<file path="src/rtl/axi_read_resp_router.sv">
// Read-response router: remembers which master won each AR grant in an in-order
// FIFO and steers the slave R channel back to that master, one burst per entry.
module axi_read_resp_router #(
   parameter int unsigned DEPTH      = 4,
   parameter int unsigned DATA_WIDTH = 32,
   parameter int unsigned ID_WIDTH   = 4
) (
   input  logic                    clk,
   input  logic                    reset,

   input  logic                    io_cmd_valid,
   output logic                    io_cmd_ready,
   input  logic [1:0]              io_cmd_chosen,

   input  logic                    io_rsp_valid,
   output logic                    io_rsp_ready,
   input  logic [DATA_WIDTH-1:0]   io_rsp_payload_data,
   input  logic [ID_WIDTH-1:0]     io_rsp_payload_id,
   input  logic [1:0]              io_rsp_payload_resp,
   input  logic                    io_rsp_payload_last,

   output logic                    io_outputs_0_valid,
   input  logic                    io_outputs_0_ready,
   output logic [DATA_WIDTH-1:0]   io_outputs_0_payload_data,
   output logic [ID_WIDTH-1:0]     io_outputs_0_payload_id,
   output logic [1:0]              io_outputs_0_payload_resp,
   output logic                    io_outputs_0_payload_last,

   output logic                    io_outputs_1_valid,
   input  logic                    io_outputs_1_ready,
   output logic [DATA_WIDTH-1:0]   io_outputs_1_payload_data,
   output logic [ID_WIDTH-1:0]     io_outputs_1_payload_id,
   output logic [1:0]              io_outputs_1_payload_resp,
   output logic                    io_outputs_1_payload_last,

   output logic                    io_outputs_2_valid,
   input  logic                    io_outputs_2_ready,
   output logic [DATA_WIDTH-1:0]   io_outputs_2_payload_data,
   output logic [ID_WIDTH-1:0]     io_outputs_2_payload_id,
   output logic [1:0]              io_outputs_2_payload_resp,
   output logic                    io_outputs_2_payload_last,

   output logic [$clog2(DEPTH):0]  io_pending,
   output logic                    io_error
);

   localparam int unsigned PTR_W = $clog2(DEPTH);
   localparam int unsigned CNT_W = PTR_W + 1;

   logic [CNT_W-1:0] wr_ptr;
   logic [CNT_W-1:0] rd_ptr;
   logic [CNT_W-1:0] count;
   logic [1:0]       idx_mem [DEPTH];
   logic             error_q;

   logic             full;
   logic             empty;
   logic             push;
   logic             pop;
   logic [1:0]       head;
   logic [2:0]       out_valid;
   logic             rsp_ready;
   logic             sink;
   logic             sink_fire;

   // Extra wrap bit distinguishes full from empty when the index bits match.
   assign full  = (wr_ptr[PTR_W] != rd_ptr[PTR_W]) &&
                  (wr_ptr[PTR_W-1:0] == rd_ptr[PTR_W-1:0]);
   assign empty = (wr_ptr == rd_ptr);
   assign head  = idx_mem[rd_ptr[PTR_W-1:0]];

   assign io_cmd_ready = !full;
   assign push         = io_cmd_valid && !full;

   // Steer valid to the head master; index 3 means nobody owns the burst, so sink it.
   always_comb begin
      out_valid = 3'b000;
      rsp_ready = 1'b0;
      sink      = 1'b0;
      if (!empty) begin
         case (head)
            2'd0: begin
               out_valid[0] = io_rsp_valid;
               rsp_ready    = io_outputs_0_ready;
            end
            2'd1: begin
               out_valid[1] = io_rsp_valid;
               rsp_ready    = io_outputs_1_ready;
            end
            2'd2: begin
               out_valid[2] = io_rsp_valid;
               rsp_ready    = io_outputs_2_ready;
            end
            default: begin
               rsp_ready = 1'b1;
               sink      = 1'b1;
            end
         endcase
      end
   end

   assign pop       = io_rsp_valid && rsp_ready && io_rsp_payload_last;
   assign sink_fire = io_rsp_valid && sink;

   always_ff @(posedge clk or negedge reset) begin
      if (!reset) begin
         wr_ptr  <= '0;
         rd_ptr  <= '0;
         count   <= '0;
         error_q <= 1'b0;
      end else begin
         if (push) begin
            wr_ptr <= wr_ptr + CNT_W'(1);
         end
         if (pop) begin
            rd_ptr <= rd_ptr + CNT_W'(1);
         end
         case ({push, pop})
            2'b10:   count <= count + CNT_W'(1);
            2'b01:   count <= count - CNT_W'(1);
            default: count <= count;
         endcase
         if (sink_fire) begin
            error_q <= 1'b1;
         end
      end
   end

   // Index storage needs no reset: an entry is only read after it was written.
   always_ff @(posedge clk) begin
      if (push) begin
         idx_mem[wr_ptr[PTR_W-1:0]] <= io_cmd_chosen;
      end
   end

   assign io_rsp_ready = rsp_ready;
   assign io_pending   = count;
   assign io_error     = error_q;

   assign io_outputs_0_valid = out_valid[0];
   assign io_outputs_1_valid = out_valid[1];
   assign io_outputs_2_valid = out_valid[2];

   // Payload is broadcast unchanged; only valid is steered.
   assign io_outputs_0_payload_data = io_rsp_payload_data;
   assign io_outputs_0_payload_id   = io_rsp_payload_id;
   assign io_outputs_0_payload_resp = io_rsp_payload_resp;
   assign io_outputs_0_payload_last = io_rsp_payload_last;

   assign io_outputs_1_payload_data = io_rsp_payload_data;
   assign io_outputs_1_payload_id   = io_rsp_payload_id;
   assign io_outputs_1_payload_resp = io_rsp_payload_resp;
   assign io_outputs_1_payload_last = io_rsp_payload_last;

   assign io_outputs_2_payload_data = io_rsp_payload_data;
   assign io_outputs_2_payload_id   = io_rsp_payload_id;
   assign io_outputs_2_payload_resp = io_rsp_payload_resp;
   assign io_outputs_2_payload_last = io_rsp_payload_last;

endmodule

</file>
<file path="config.mk">
export PLATFORM = sky130hd
export DESIGN_NAME = axi_read_resp_router
export DESIGN_NICKNAME = d
export VERILOG_FILES = /design/src/rtl/axi_read_resp_router.sv
export SDC_FILE = /design/constraint.sdc
export NUM_CORES = 1
export LEC_CHECK = 0
export CORE_UTILIZATION = 31
export CTS_BUF_LIST = sky130_fd_sc_hd__clkbuf_8
export CTS_CLUSTER_DIAMETER = 150
export CTS_CLUSTER_SIZE = 12
export DETAILED_ROUTE_END_ITERATION = 8
export GPL_TIMING_DRIVEN = 1
export PLACE_DENSITY = 0.83
export SLEW_MARGIN = 15
export SYNTH_ARGS = -nofsm -noshare
export SYNTH_HDL_FRONTEND = slang
export SYNTH_SLANG_ARGS = --single-unit
</file>
<file path="constraint.sdc">
create_clock -name clk -period 3.75 [get_ports clk]
set_input_delay 0.75 -clock clk [delete_from_list [all_inputs] [get_ports clk]]
set_output_delay 0.75 -clock clk [all_outputs]
set_load 0.005 [all_outputs]
</file>
==> results.cfg <==
[status]
outcome = finished clean

[timing]
worst_pin_slew_ns = 0.474
skew_ns = 0.00417
setup_viol = 0
slew_headroom_pct = 68.3
period_minus_slack_ns = 3.15
finalHoldViolations = 0
fmax_mhz = 318
fin_tns_setup_ns = 0
drv_slew = 0
period_share_pct = 84.0
rsz0062_at_grt = false

[clocking]
cts_sinks = 18
cts_setup_buffers = 0
cts_buffer_depth = 2
clock_latency_ns = 0.25
path_clk_slew_ns = 0.07
cts-resized-gates = 0
cts_tree = done
cts_hold_buf = 0
clockRootBuffer = clkbuf_8
cts_made_buffers = 3
htreeDepth = 1

[critical_path]
worstPathArrival_ns = 2.40
rrSetupSlack_ns = 0.84
crit_fanout = 6
worstSetupPathType = flip-flop to output pin
start_kind = flip-flop
worstPathRequired_ns = 3.00
reg2reg_depth = 9
cp-end-kind = output pin

[worst_hold_path]
hold_path_depth = 1
min_path_type = flip-flop to flip-flop

[placed_design]
dpl_cell_area_um2 = 1230
gp_congestion = 0.700
port_buffers = 21
dp_hpwl_um = 1840

[global_route]
grt_max_degree = 11
grt_pass1_vias = 719
grt_pass1_wl_um = 3600
grt_overflow_total = 0
antenna_found_initial = 0
track_usage_pct = 7.38

[final_layout]
fin_nets = 150
drive_gt1_share_pct = 10.6
fill_cells = 601
final_area_um2 = 1270
synthToLayoutAreaGrowth_pct = -29.5
antenna_cells = 0

[yosys]
seq_area_frac_synth_pct = 27.2
yosys_register_bits = 18
syn_inst = 186
ys_top_cells_by_count = buf_4 (117), dfrtp_1 (10), edfxtp_1 (8)
synth_top_cell_by_area = buf_4
synth_top_area_share_pct = 48.6
syn_nets = 241
ys.flop_type = dfrtp_1
synth.most_common_cell = buf_4
synth_cell_types = 26
syn-mean-instance-area_um2 = 9.71
synth_area_leaders = buf_4 (49%), dfrtp_1 (14%), edfxtp_1 (13%), ha_1 (4.2%), xnor2_1 (2.9%)
async_reset_ff_share_pct = 55.6
synth_warnings = 0
synth-edff-count = 8
syn_area_um2 = 1810

[routing]
drtIter0Drc = 18
via_per_inst = 4.08
drc = 0
firstDrtPassIters = 4
vias = 678
ant_nets = 0
wirelength_um = 2240
wl_per_cell_um = 13.5

[power_and_ir_drop]
power_uw = 983
p_per_area_nw_per_um2 = 773
p_leak_uw = 0.000505
ir_drop_uv = 342

[floorplanning]
die_h_um = 78.3
fp.coreArea_um2 = 5570
fp-row-count = 27
pin_count = 174
die_w_um = 78.3
die_area_um2 = 6130
start_util_pct = 32.4

[run]
maxCapViolations = 0
## through the flow
stage | hold WS, ns | utilization (%) | instances | setup slack (ns)
2_1_floorplan | 0.454 | - | 186 | 1.10
3_3_place_gp | 0.457 | 22.0 | 162 | 0.649
3_5_place_dp | 0.455 | 22.0 | 162 | 0.621
4_1_cts | 0.474 | 22.8 | 166 | 0.559
5_1_grt | 0.501 | 22.8 | 166 | 0.455
6_report | 0.468 | 22.8 | 166 | 0.601
## final timing paths
path                            from       endpoint
hold / removal              io_error       io_error
max in group asynchronous      reset      rd_ptr[1]
hold reg to reg             io_error       io_error
setup reg to reg           rd_ptr[0]  io_pending[2]
setup / recovery           rd_ptr[0]   io_rsp_ready
min in group asynchronous      reset      wr_ptr[1]
## kinds of logic after synthesis
family | after synthesis | share of synthesized area, %
AND/OR/NAND/NOR | 16 | 5.13
buffers and inverters | 125 | 50.3
AO/OA/AOI/OAI | 5 | 2.84
multiplexers | 5 | 4.43
XOR/XNOR | 10 | 4.85
flip-flops | 18 | 27.2
adder cells (fa/ha/maj) | 7 | 5.27
## per-layer routing
metal | GRT usage (%) | vias up | share of wire [%]
met5 | 0 | - | 0
met1 | 8.07 | 309 | 37
met2 | 11.2 | 63 | 47
met3 | 4.42 | 14 | 13
li1 | - | 292 | -
met4 | 3.70 | 0 | 2.3
## state kept, by name, indices dropped and copies added, names as in the netlist
signal	flops
io_pending	3
io_error	1
wr_ptr	3
idx_mem	8
rd_ptr	3
## worst max-delay path, cell delays in order (launching register included)
cell,delay (ns)
dfrtp_1,0.48
mux4_2,0.63
mux2i_1,0.22
a211oi_1,0.28
clkdlybuf4s50_1,0.54
## where the power goes
group          leakage, uW  switching (uW)  internal [uW]
clock            0.0000231            61.0           72.6
combinational     0.000293             232            270
sequential        0.000188            65.4            283
## cell type report
class	instances	area, um2	share of cell area, %
clock inverters	1	3.75	0.295
well taps	72	90.1	7.08
inverters	8	30.0	2.36
flip-flops and latches	18	490	38.5
clock buffers	3	41.3	3.24
repair buffers	21	210	16.5
multi-input cells	43	407	32.0
## layout by cell type (no fill, tap or decap), drive strengths merged, types with 2 or more instances in the layout
cell type,synthesis,layout
clkbuf,0,3
xnor2,6,6
dfrtp,10,10
xor2,4,4
edfxtp,8,8
nor3,2,2
mux4,2,2
nand2,4,4
ha,6,6
clkdlybuf4s50,0,21
a211oi,2,2
mux2i,2,2
and3,4,4
nor3b,2,2
inv,8,8
No activity file was read; power rests on OpenSTA's default activity.
